<file path="src/rtl/btn_seq_pkg.sv">
// ============================================================================
// Module   : btn_seq_pkg
// Brief    : Shared state encoding and constants for the button-driven EEPROM
//            test sequencer.
// Revision : 1.0 - initial release
// ============================================================================
`default_nettype none

package btn_seq_pkg;

  localparam int STATE_W = 3;

  localparam logic [STATE_W-1:0] S_IDLE   = 3'd0;
  localparam logic [STATE_W-1:0] S_WR_REQ = 3'd1;
  localparam logic [STATE_W-1:0] S_WR_DLY = 3'd2;
  localparam logic [STATE_W-1:0] S_RD_REQ = 3'd3;
  localparam logic [STATE_W-1:0] S_CHECK  = 3'd4;

  localparam logic RW_WRITE = 1'b0;
  localparam logic RW_READ  = 1'b1;

  // 5 ms write time and 10 ms request timeout at 10 MHz
  localparam int DEF_WR_DELAY_CYC = 50000;
  localparam int DEF_TIMEOUT_CYC  = 100000;

endpackage

`default_nettype wire

</file>
<file path="src/rtl/btn_eeprom_sequencer_timer.sv">
// ============================================================================
// Module   : seq_timer
// Brief    : Loadable down-counter that stops at zero; shared by the write
//            delay and the request timeout.
// Revision : 1.0 - initial release
// ============================================================================
`default_nettype none

module seq_timer #(
  parameter int WIDTH = 17
) (
  input  logic             i_Clock10MHz,
  input  logic             i_Rst,
  input  logic             i_Load,
  input  logic [WIDTH-1:0] i_Load_Val,
  input  logic             i_En,
  output logic             o_Zero
);

  logic [WIDTH-1:0] r_Count;

  always_ff @(posedge i_Clock10MHz) begin
    if (i_Rst) begin
      r_Count <= '0;
    end else if (i_Load) begin
      r_Count <= i_Load_Val;
    end else if (i_En && (r_Count != '0)) begin
      r_Count <= r_Count - WIDTH'(1);
    end
  end

  assign o_Zero = (r_Count == '0);

endmodule

`default_nettype wire

</file>
<file path="src/rtl/btn_eeprom_sequencer.sv">
// ============================================================================
// Module   : btn_eeprom_sequencer
// Brief    : Turns debounced press pulses into EEPROM write/verify or read-only
//            transactions over a req/done handshake; sticky LED status.
//            Optional macro BTN_SEQ_PRESS_QUEUE_EN adds a one-deep press latch.
// Revision : 1.0 - initial release
// ============================================================================
`default_nettype none

module btn_eeprom_sequencer
  import btn_seq_pkg::*;
#(
  parameter int                ADDR_W       = 8,
  parameter int                DATA_W       = 8,
  parameter logic [ADDR_W-1:0] START_ADDR   = '0,
  parameter logic [DATA_W-1:0] START_DATA   = DATA_W'(8'hA5),
  parameter int                WR_DELAY_CYC = DEF_WR_DELAY_CYC,
  parameter int                TIMEOUT_CYC  = DEF_TIMEOUT_CYC
) (
  input  logic              i_Clock10MHz,
  input  logic              i_Rst,
  input  logic              i_Press_Pulse,
  input  logic              i_Mode,
  output logic              o_Req,
  output logic              o_Rw,
  output logic [ADDR_W-1:0] o_Addr,
  output logic [DATA_W-1:0] o_Wdata,
  input  logic              i_Done,
  input  logic              i_Nack,
  input  logic [DATA_W-1:0] i_Rdata,
  output logic              o_Busy,
  output logic              o_Pass,
  output logic              o_Fail,
  output logic              o_Timeout,
  output logic [DATA_W-1:0] o_Last_Rdata
);

  localparam int                 TMR_W      = $clog2(TIMEOUT_CYC + 1);
  // Loaded with N-1 so the zero flag is seen on exactly the Nth edge
  localparam logic [TMR_W-1:0]   c_TMO_LOAD = TMR_W'(TIMEOUT_CYC - 1);
  localparam logic [TMR_W-1:0]   c_DLY_LOAD = TMR_W'(WR_DELAY_CYC - 1);

  logic [STATE_W-1:0] r_State;
  logic               r_Req;
  logic               r_Rw;
  logic               r_Mode;
  logic [ADDR_W-1:0]  r_Addr;
  logic [DATA_W-1:0]  r_Pattern;
  logic               r_Pass;
  logic               r_Fail;
  logic               r_Timeout;
  logic [DATA_W-1:0]  r_Last_Rdata;

  logic               w_Start;
  logic               w_Start_Mode;
  logic               w_Tmr_Load;
  logic [TMR_W-1:0]   w_Tmr_Val;
  logic               w_Tmr_En;
  logic               w_Tmr_Zero;
  logic               w_Idle;

  assign w_Idle = (r_State == S_IDLE);

`ifdef BTN_SEQ_PRESS_QUEUE_EN
  logic r_Pending;
  logic r_Pend_Mode;

  // A pending press is served on the first IDLE cycle, ahead of any new press
  always_ff @(posedge i_Clock10MHz) begin
    if (i_Rst) begin
      r_Pending   <= 1'b0;
      r_Pend_Mode <= 1'b0;
    end else if (w_Idle && r_Pending) begin
      r_Pending   <= 1'b0;
    end else if (!w_Idle && i_Press_Pulse && !r_Pending) begin
      r_Pending   <= 1'b1;
      r_Pend_Mode <= i_Mode;
    end
  end

  assign w_Start      = w_Idle && (i_Press_Pulse || r_Pending);
  assign w_Start_Mode = r_Pending ? r_Pend_Mode : i_Mode;
`else
  assign w_Start      = w_Idle && i_Press_Pulse;
  assign w_Start_Mode = i_Mode;
`endif

  always_comb begin
    w_Tmr_Load = 1'b0;
    w_Tmr_Val  = c_TMO_LOAD;
    case (r_State)
      S_WR_REQ: begin
        if (!r_Req) begin
          w_Tmr_Load = 1'b1;
        end else if (i_Done && !i_Nack) begin
          w_Tmr_Load = 1'b1;
          w_Tmr_Val  = c_DLY_LOAD;
        end
      end
      S_RD_REQ: begin
        if (!r_Req) begin
          w_Tmr_Load = 1'b1;
        end
      end
      S_WR_DLY: begin
        if (w_Tmr_Zero) begin
          w_Tmr_Load = 1'b1;
        end
      end
      default: begin
        w_Tmr_Load = 1'b0;
      end
    endcase
  end

  assign w_Tmr_En = !w_Idle;

  seq_timer #(
    .WIDTH (TMR_W)
  ) u_timer (
    .i_Clock10MHz (i_Clock10MHz),
    .i_Rst        (i_Rst),
    .i_Load       (w_Tmr_Load),
    .i_Load_Val   (w_Tmr_Val),
    .i_En         (w_Tmr_En),
    .o_Zero       (w_Tmr_Zero)
  );

  always_ff @(posedge i_Clock10MHz) begin
    if (i_Rst) begin
      r_State      <= S_IDLE;
      r_Req        <= 1'b0;
      r_Rw         <= RW_WRITE;
      r_Mode       <= 1'b0;
      r_Addr       <= START_ADDR;
      r_Pattern    <= START_DATA;
      r_Pass       <= 1'b0;
      r_Fail       <= 1'b0;
      r_Timeout    <= 1'b0;
      r_Last_Rdata <= '0;
    end else begin
      case (r_State)
        S_IDLE: begin
          if (w_Start) begin
            r_Pass    <= 1'b0;
            r_Fail    <= 1'b0;
            r_Timeout <= 1'b0;
            r_Mode    <= w_Start_Mode;
            r_Rw      <= w_Start_Mode ? RW_READ : RW_WRITE;
            r_State   <= w_Start_Mode ? S_RD_REQ : S_WR_REQ;
          end
        end

        S_WR_REQ: begin
          if (!r_Req) begin
            r_Req <= 1'b1;
          end else if (i_Done) begin
            r_Req <= 1'b0;
            if (i_Nack) begin
              r_Fail  <= 1'b1;
              r_State <= S_IDLE;
            end else begin
              r_State <= S_WR_DLY;
            end
          end else if (w_Tmr_Zero) begin
            r_Req     <= 1'b0;
            r_Timeout <= 1'b1;
            r_State   <= S_IDLE;
          end
        end

        // The read request goes out on the same edge the delay expires
        S_WR_DLY: begin
          if (w_Tmr_Zero) begin
            r_Req   <= 1'b1;
            r_Rw    <= RW_READ;
            r_State <= S_RD_REQ;
          end
        end

        S_RD_REQ: begin
          if (!r_Req) begin
            r_Req <= 1'b1;
          end else if (i_Done) begin
            r_Req        <= 1'b0;
            r_Last_Rdata <= i_Rdata;
            if (i_Nack) begin
              r_Fail  <= 1'b1;
              r_State <= S_IDLE;
            end else begin
              r_State <= S_CHECK;
            end
          end else if (w_Tmr_Zero) begin
            r_Req     <= 1'b0;
            r_Timeout <= 1'b1;
            r_State   <= S_IDLE;
          end
        end

        S_CHECK: begin
          r_State <= S_IDLE;
          if (!r_Mode && (r_Last_Rdata != r_Pattern)) begin
            r_Fail <= 1'b1;
          end else begin
            r_Pass <= 1'b1;
            r_Addr <= r_Addr + ADDR_W'(1);
            if (!r_Mode) begin
              r_Pattern <= r_Pattern + DATA_W'(1);
            end
          end
        end

        default: begin
          r_State <= S_IDLE;
          r_Req   <= 1'b0;
        end
      endcase
    end
  end

  assign o_Req        = r_Req;
  assign o_Rw         = r_Rw;
  assign o_Addr       = r_Addr;
  assign o_Wdata      = r_Pattern;
  assign o_Busy       = !w_Idle;
  assign o_Pass       = r_Pass;
  assign o_Fail       = r_Fail;
  assign o_Timeout    = r_Timeout;
  assign o_Last_Rdata = r_Last_Rdata;

endmodule

`default_nettype wire

</file>
<file path="config.mk">
export PLATFORM = sky130hd
export DESIGN_NAME = btn_eeprom_sequencer
export DESIGN_NICKNAME = d
export VERILOG_FILES = /design/src/rtl/btn_seq_pkg.sv /design/src/rtl/btn_eeprom_sequencer_timer.sv /design/src/rtl/btn_eeprom_sequencer.sv
export SDC_FILE = /design/constraint.sdc
export NUM_CORES = 1
export LEC_CHECK = 0
export BUFFER_PORTS_ARGS = -buffer_cell sky130_fd_sc_hd__buf_2
export CORE_ASPECT_RATIO = 0.7
export CORE_MARGIN = 5
export CORE_UTILIZATION = 60
export CTS_CLUSTER_SIZE = 30
export DETAILED_ROUTE_END_ITERATION = 8
export PLACE_DENSITY = 0.85
export SLEW_MARGIN = 10
export SYNTH_ARGS = -nofsm -noshare
export SYNTH_HDL_FRONTEND = slang
export SYNTH_SLANG_ARGS = --single-unit
export TNS_END_PERCENT = 30
</file>
<file path="constraint.sdc">
create_clock -name i_Clock10MHz -period 5.1 [get_ports i_Clock10MHz]
set_clock_uncertainty 0.2 [all_clocks]
set_input_delay 0.255 -clock i_Clock10MHz [delete_from_list [all_inputs] [get_ports i_Clock10MHz]]
set_output_delay 0.255 -clock i_Clock10MHz [all_outputs]
set_load 0.03 [all_outputs]
</file>
==> results of run 1 <==
## routing by layer
layer	part of all wire (%)	global-route usage (%)
met5	0	0
met2	43	33.83
met4	1.0	4.406
met3	9.0	4.810
met1	47	32.12
## path summary, 6_finish.rpt
check / startpoint / to / slack (ns) / depth (start not counted)
worst max-delay path: o_Wdata[2] / o_Wdata[6] / 2.48 / 5
worst min-delay path: i_Rdata[7] / o_Last_Rdata[7] / 0.008 / 3
worst max register to register: o_Wdata[2] / o_Wdata[6] / 2.48 / 5
worst min register to register: o_Fail / o_Fail / 0.27 / 2
## what timing repair did
action | CTS | global route
gates resized for setup | 0 | 0
hold buffers | 2 | 0
endpoints found under the setup margin | 0 | 0
endpoints found under the hold margin | 2 | 0
## cells in the final DEF, fill, tap and decap left out, types with 3 or more instances in the layout
| cell type | synthesis | routed |
|---|---|---|
| dfxtp_1 | 50 | 50 |
| buf_2 | 4 | 43 |
| nor2_1 | 28 | 28 |
| a21oi_1 | 25 | 25 |
| xor2_1 | 17 | 17 |
| nand2_1 | 14 | 14 |
| nand4_1 | 14 | 14 |
| nand3_1 | 13 | 13 |
| nor4_1 | 10 | 10 |
| mux2i_1 | 9 | 9 |
| inv_1 | 8 | 8 |
| o21ai_0 | 7 | 7 |
| or4_1 | 6 | 6 |
| o31ai_1 | 5 | 5 |
| or3_1 | 5 | 5 |
| clkbuf_8 | 0 | 5 |
| nor3_1 | 4 | 4 |
| xnor2_1 | 4 | 4 |
| ha_1 | 4 | 4 |
| or2_2 | 3 | 3 |
| o311ai_0 | 3 | 3 |
| o41ai_1 | 3 | 3 |
## power by group
group / leakage, nW / total, mW / switching (mW) / internal [mW]
Combinational: 0.763 / 0.221 / 0.130 / 0.0909
Sequential: 0.407 / 0.460 / 0.0401 / 0.420
Clock: 0.0383 / 0.211 / 0.116 / 0.0947
## cell families (layout without fill, tap and decap cells)
logic type / count (synthesis) / count (layout) / share of synthesized area (%)
XOR/XNOR: 21 / 21 / 7.216
multiplexers: 11 / 11 / 4.418
buffers and inverters: 24 / 60 / 4.467
flip-flops: 50 / 50 / 39.27
AO/OA/AOI/OAI: 65 / 65 / 17.08
adder cells (fa/ha/maj): 4 / 4 / 1.964
AND/OR/NAND/NOR: 114 / 114 / 25.58
## flip-flops by register name, summed over array words and instances, names as in the netlist
signal and cells:
u_timer.r_Count 17, o_Pass 1, r_State 3, o_Rw 1, o_Wdata 8, o_Fail 1
o_Last_Rdata 8, o_Addr 8, o_Req 1, o_Timeout 1, r_Mode 1
## metrics by stage
stage          cell area (um2)  instances  worst slack [ns]
6_report                  2841        377             2.479
5_1_grt                   2841        377             2.306
4_1_cts                   2841        377             2.501
3_5_place_dp              2745        368             2.513
3_3_place_gp              2745        368             2.629
2_1_floorplan             2549        289             2.909
## critical path, cell delays in order (launching register included)
cell and delay, ns:
dfxtp_1 0.39, xor2_1 0.19, nor4_1 0.52, nand3_1 0.50, or4_1 0.60, a21oi_1 0.15
## cell type report
cell class,count,share of cell area [%]
multi-input combinational,215,50.46
sequential,50,35.23
timing repair buffer,45,8.278
clock buffer,7,2.686
tap,52,2.290
inverter,8,1.057
==> results.cfg, run 1 <==
[run_status]
status = complete, no violations

[sta]
period_needed_ns = 2.621
rsz0062_at_grt = no
setup_viol = 0
hold_ws_ns = 0.008047
timing.setup.tns_ns = 0
worstMarginPinSlew_ns = 0.9003
hold_violations = 0
relSlewSlack_pct = 39.98
maxSlewViolCount = 0
max_clock_freq_mhz = 381.6
finalCritPeriodShare_pct = 51.39

[final_layout]
multiInputGateArea_um2 = 1434
fin_util_pct = 70.73
drive_gt1_share_pct = 19.08
nFillCells = 322
n_antenna_cell = 0
syn2layout_area_growth_pct = 11.49
seqCellArea_um2 = 1001
nets = 343

[die]
dieArea_um2 = 5672
placementRows = 19
ioPinCount = 44
die_w_um = 87.90
die_y_um = 64.53
start_util_pct = 63.44
core_um2 = 4018

[synthesis]
avgSynthCellArea_um2 = 8.819
netlist_instances = 289
synth-seq-cells = 50
yosys.cell_types.count = 55
synthArstFlopShare_pct = 0
syn_nets = 307
yosysWarnings = 0
synth_top_area_cell = dfxtp_1
synth-main-ff-cell = dfxtp_1
synth_area_um2 = 2549
synth.area.top_cells = dfxtp_1 (39%), xor2_1 (5.8%), a21oi_1 (4.9%)
synth_edf_count = 0
ys_seq_area_share_pct = 39.27
synthDominantCellAreaShare_pct = 39.27
synthTopCellsByCount = dfxtp_1 (50), nor2_1 (28), a21oi_1 (25)
post-synth-top-count-cell = dfxtp_1

[power_and_ir_drop]
p_leak_nw = 1.208
design_power_total_mw = 0.8917
ir_worst_vdd_mv = 0.1879
p_per_area_nw_per_um2 = 313.8

[placement]
port_buffers = 43
place.gp.congestion = 0.9073
dpl.hpwl_um = 4527

[clock_tree]
clk_pin_slew_ns = 0.08
clock_path_buffers = 2
cts-htree-levels = 2
clock_sinks = 50
root_buffer = clkbuf_8
cts_buffers = 5
post_cts_buffers = 0
clk_latency_ns = 0.29
cts_tree = done

[flow_run]
drv_cap = 0

[route]
drtPass1Iterations = 5
finalWirelength_um = 6214
drtIter0Drc = 160
routed-via-count = 2339
drcViolationCount = 0
via_per_inst = 6.204
routedWlPerCell_um = 16.48
final_antenna_net_count = 0

[global_routing]
grt_max_degree = 42
antenna_found_initial = 0
grt_usage_pct = 22.11
overflow = 0
first_global_vias = 2103
grt_pass1_wl_um = 10090

[worst_hold_path]
holdCritPathClass = input pin to register

[worst_setup_path]
worstPathRequired_ns = 5.12
end_kind = register
cp.arrival_ns = 2.64
worstSetupPathType = register to register
critPathMaxFanout = 14
startpoint_type = register
Power figures use the tool's default switching activity.
==> inputs of run 2 (changes only) <==
--- a/config.mk
+++ b/config.mk
@@ -8,10 +8,10 @@
 export BUFFER_PORTS_ARGS = -buffer_cell sky130_fd_sc_hd__buf_2
 export CORE_ASPECT_RATIO = 0.7
 export CORE_MARGIN = 5
-export CORE_UTILIZATION = 60
+export CORE_UTILIZATION = 50
 export CTS_CLUSTER_SIZE = 30
 export DETAILED_ROUTE_END_ITERATION = 8
-export PLACE_DENSITY = 0.85
+export PLACE_DENSITY = 0.75
 export SLEW_MARGIN = 10
 export SYNTH_ARGS = -nofsm -noshare
 export SYNTH_HDL_FRONTEND = slang
==> constraint.sdc (replaced) <==
create_clock -name i_Clock10MHz -period 2.4 [get_ports i_Clock10MHz]
set_clock_uncertainty 0.2 [all_clocks]
set_input_delay 0.12 -clock i_Clock10MHz [delete_from_list [all_inputs] [get_ports i_Clock10MHz]]
set_output_delay 0.12 -clock i_Clock10MHz [all_outputs]
set_load 0.03 [all_outputs]
==> run 2 against run 1 <==
Net effect: combinational power grew 150%; design area increased by 13%; worst hold slack gained 0.011 ns.
==> results.cfg, run 2 (same netlist as run 1, synthesis figures left out) <==
[run_status]
status = complete, no violations

[worst_setup_path]
startpoint = u_timer.r_Count[6]
cp.arrival_ns = 2.28
worstSetupPathType = register to register
rrSetupSlack_ns = 0.16
startpoint_type = register
reg2regPathDepth = 6
worstPathRequired_ns = 2.44
end_kind = register
regToRegStartpoint = u_timer.r_Count[6]
critPathMaxFanout = 5

[worst_hold_path]
min_from = i_Rst
whs_path_depth = 2
holdCritPathClass = input pin to register

[flow_run]
drv_cap = 0

[route]
finalWirelength_um = 6487
drcViolationCount = 0
via_per_inst = 5.777
final_antenna_net_count = 0
routed-via-count = 2490
drtPass1Iterations = 5
routedWlPerCell_um = 15.05
drtIter0Drc = 157

[die]
die_w_um = 95.34
placementRows = 21
dieArea_um2 = 6648
ioPinCount = 44
start_util_pct = 52.43
core_um2 = 4861
die_y_um = 69.74

[sta]
rsz0062_at_grt = no
finalCritPeriodShare_pct = 93.26
hold_violations = 0
maxSlewViolCount = 0
relSlewSlack_pct = 62.37
setup_viol = 0
max_clock_freq_mhz = 446.8
worstMarginPinSlew_ns = 0.5629
period_needed_ns = 2.238
timing.setup.tns_ns = 0

[final_layout]
n_antenna_cell = 0
top_register = u_timer.r_Count
syn2layout_area_growth_pct = 25.97
mostFrequentLayoutCells = dfxtp_1 (50), buf_2 (43), nor2_1 (28), a21oi_1 (25), buf_4 (25)
mostFrequentLayoutCell = dfxtp_1
nets = 379
drive_gt1_share_pct = 25.14
nFillCells = 405
largest_reg_flops = 17

[power_and_ir_drop]
design_power_total_mw = 2.146
p_int_mw = 1.485
pwr-share-clk_pct = 29.3
seqPwrFrac_pct = 45.3
p_leak_nw = 1.391
p_per_area_nw_per_um2 = 668.5
switching_share_pct = 30.83
ir_worst_vdd_mv = 0.4762
p_switching_mw = 0.6617
power_frac_comb_pct = 25.4

[clock_tree]
clock_sinks = 50
clock_path_buffers = 2
clk_pin_slew_ns = 0.09
clk_latency_ns = 0.31
root_buffer = clkbuf_8
cts_buffers = 5
cts_tree = done
cts-htree-levels = 2

[global_routing]
use_met1_pct = 27.48
grt_usage_pct = 19.84
grt_pass1_wl_um = 10680
antenna_found_initial = 0
met2_usage_pct = 30.57
grt_max_degree = 24
first_global_vias = 2218
overflow = 0
busiest_layer = met2
met3_usage_pct = 4.447

[placement]
port_buffers = 43
dpl.hpwl_um = 4537
place.gp.congestion = 0.8529
-- run 2: cell count changes in the layout (fill, tap and decap cells not counted), sizes merged --
cell	delta
dlygate4sd3	+11
inv	+1
bufinv	+1
buf	+25
clkbuf	-1
-- run 2: final cells by class --
class                   instances  area (um2)  share of cell area, %
clock buffers                   6       82.58                  2.572
clock inverters                 2       38.79                  1.208
inverters                       8       30.03                 0.9353
multi-input cells             215        1439                  44.82
flip-flops and latches         50        1001                  31.18
well taps                      69       86.33                  2.689
repair buffers                 81       533.0                  16.60
-- run 2: path summary, 6_finish.rpt --
check,endpoint
worst max-delay path,u_timer.r_Count[16]
worst min-delay path,o_Last_Rdata[6]
worst max register to register,u_timer.r_Count[16]
worst min register to register,o_Fail
-- run 2: through the flow --
step	hold slack [ns]	instances	instance area (um2)	worst slack (ns)	utilization [%]
floorplan	0.06394	289	2549	0.2086	-
global placement	0.1525	408	2939	0.1458	60.46
detailed placement	0.1610	408	2939	0.09475	60.46
CTS	0.008347	429	3191	0.07858	65.64
global route	0.03082	431	3211	0.01148	66.05
finish	0.01953	431	3211	0.1618	66.05
-- run 2: per-layer routing --
layer / part of all wire, % / routed length (um)
met5: 0 / 0
met4: 0.96 / 62
met3: 6.6 / 429
met2: 46 / 3007
met1: 46 / 2987
-- run 2: repair_timing --
action | in CTS | in global routing
setup endpoints to repair | 0 | 2
gates resized for setup | 0 | 1
hold endpoints to repair | 13 | 0
hold buffers | 13 | 0
buffers inserted | 0 | 2
-- run 2: power groups by stage --
stage / clock network (mW) / logic [mW] / registers (mW)
final: 0.629 / 0.545 / 0.972
after global routing: 0.678 / 0.600 / 0.981
after CTS: 0.643 / 0.534 / 0.970
after detailed placement: 0 / 0.516 / 0.987
after global placement: 0 / 0.500 / 0.985
after floorplan: 0 / 0.376 / 0.977
-- run 2: worst max-delay path: stages (launching register included) --
cell	delay [ns]
dfxtp_1	0.36
nor4_2	0.55
nand4_1	0.26
buf_4	0.22
a21boi_0	0.26
a311oi_1	0.11
a211oi_2	0.21
==> inputs of run 3 (changes only) <==
--- a/config.mk
+++ b/config.mk
@@ -6,7 +6,7 @@
 export NUM_CORES = 1
 export LEC_CHECK = 0
 export BUFFER_PORTS_ARGS = -buffer_cell sky130_fd_sc_hd__buf_2
-export CORE_ASPECT_RATIO = 0.7
+export CORE_ASPECT_RATIO = 1.4
 export CORE_MARGIN = 5
 export CORE_UTILIZATION = 50
 export CTS_CLUSTER_SIZE = 30
==> run 3 against run 2 <==
Net effect: die area hardly changed; setup slack worse by 0.0094 ns; power fell by 7.6%; non-clock buffer count down 9; maximum frequency fell by 0.42%; global-route usage up 0.22 points; clock-buffer cell count fell by 1; combinational power fell by 1%; first-iteration DRC count up 17%; critical path depth grew 1.
==> results.cfg, run 3 (same netlist as run 1, synthesis figures left out) <==
[clock_tree]
root_buffer = clkbuf_8
post_cts_buffers = 0
clock_path_buffers = 2
clock_sinks = 50
cts-htree-levels = 2
cts_tree = done
clk_pin_slew_ns = 0.09
cts_buffers = 5
clk_latency_ns = 0.30

[worst_setup_path]
worstPathRequired_ns = 2.42
cp.arrival_ns = 2.27
end_kind = register
startpoint_type = register
worstSetupPathType = register to register
critPathMaxFanout = 7

[final_layout]
mostFrequentLayoutCells = dfxtp_1 (50), buf_2 (43), nor2_1 (28), a21oi_1 (25)
top_register = u_timer.r_Count
largest_reg_flops = 17
mostFrequentLayoutCell = dfxtp_1
drive_gt1_share_pct = 23.30
syn2layout_area_growth_pct = 21.50
final_cell_area_um2 = 3097
fin_util_pct = 62.98
stdcell_count = 416
n_antenna_cell = 0
nets = 370

[route]
drtIter0Drc = 184
drcViolationCount = 0
routedWlPerCell_um = 15.69
drtPass1Iterations = 4
via_per_inst = 5.832
final_antenna_net_count = 0
finalWirelength_um = 6525
routed-via-count = 2426

[die]
core_um2 = 4917
die_y_um = 94.48
placementRows = 30
dieArea_um2 = 6645
start_util_pct = 51.83
die_w_um = 70.34
ioPinCount = 44

[sta]
setup_viol = 0
relSlewSlack_pct = 61.76
max_clock_freq_mhz = 444.9
worstMarginPinSlew_ns = 0.5720
period_needed_ns = 2.248
maxSlewViolCount = 0
finalCritPeriodShare_pct = 93.65
rsz0062_at_grt = no
hold_violations = 0
timing.setup.tns_ns = 0

[placement]
dp.cells = 397
port_buffers = 43
dpl.hpwl_um = 4650
place.gp.congestion = 0.8422
placed_area_um2 = 2888

[run_status]
status = complete, no violations

[power_and_ir_drop]
p_switching_mw = 0.6488
pwr-share-clk_pct = 24.1
p_leak_nw = 1.328
power_frac_comb_pct = 27.1
p_int_mw = 1.333
p_per_area_nw_per_um2 = 640.1
ir_worst_vdd_mv = 0.4549
switching_share_pct = 32.73
seqPwrFrac_pct = 48.8

[global_routing]
grt_usage_pct = 20.06
overflow = 0
first_global_vias = 2383
grt_max_degree = 25
antenna_found_initial = 0
grt_pass1_wl_um = 10930

[flow_run]
drv_cap = 0

[worst_hold_path]
holdCritPathClass = input pin to register
-- run 3: cell count changes in the layout (fill, tap and decap cells not counted) --
cell	before	now
bufinv_16	1	0
clkbuf_8	6	5
inv_6	1	0
clkinvlp_4	0	2
buf_4	25	17
dlygate4sd3_1	13	12
-- run 3: stage by stage --
step / hold WS (ns) / setup slack [ns] / power [mW]
global route: 0.03675 / 0.004165 / 2.092
floorplan: 0.06394 / 0.2086 / 1.352
finish: 0.01277 / 0.1524 / 1.982
detailed placement: 0.1591 / 0.1670 / 1.502
CTS: 0.005848 / 0.1338 / 1.997
global placement: 0.1520 / 0.1972 / 1.491
-- run 3: final timing paths --
check	endpoint	start	depth (start not counted)	slack, ns
worst max-delay path	u_timer.r_Count[16]	u_timer.r_Count[0]	7	0.15
worst min-delay path	r_Mode	i_Rst	2	0.01
worst max register to register	u_timer.r_Count[16]	u_timer.r_Count[0]	7	0.15
worst min register to register	o_Fail	o_Fail	2	0.26
-- run 3: critical path, cell delays in order, from the launching register on --
cell and delay (ns):
dfxtp_1 0.37, inv_1 0.09, ha_1 0.22, nor4b_1 0.15, and4_1 0.23, a311o_1 0.46, a41o_1 0.26, a211oi_2 0.20
-- run 3: repair_timing --
action,in CTS,in global routing
setup endpoints to repair,0,3
hold endpoints to repair,13,0
hold buffers,12,0
gates resized for setup,0,1
-- run 3: power by group through the flow --
stage / combinational, mW / clock [mW] / sequential (mW)
after floorplan: 0.376 / 0 / 0.977
after global routing: 0.589 / 0.526 / 0.977
final: 0.537 / 0.478 / 0.968
after global placement: 0.507 / 0 / 0.984
after detailed placement: 0.517 / 0 / 0.985
after CTS: 0.535 / 0.495 / 0.967
-- run 3: final cells by class --
class / count / area (um2)
well taps: 64 / 80.08
multi-input cells: 215 / 1439
clock inverters: 2 / 15.01
inverters: 8 / 30.03
repair buffers: 72 / 462.9
flip-flops and latches: 50 / 1001
fillers: 439 / 1821
clock buffers: 5 / 68.82
-- run 3: per-layer routing --
metal / vias to the layer above / track usage (%) / wire (um)
met5: - / 0 / 0
met4: 0 / 7.029 / 114
met3: 10 / 3.514 / 266
met2: 61 / 38.83 / 3567
met1: 1145 / 21.50 / 2577
li1: 1210 / - / -
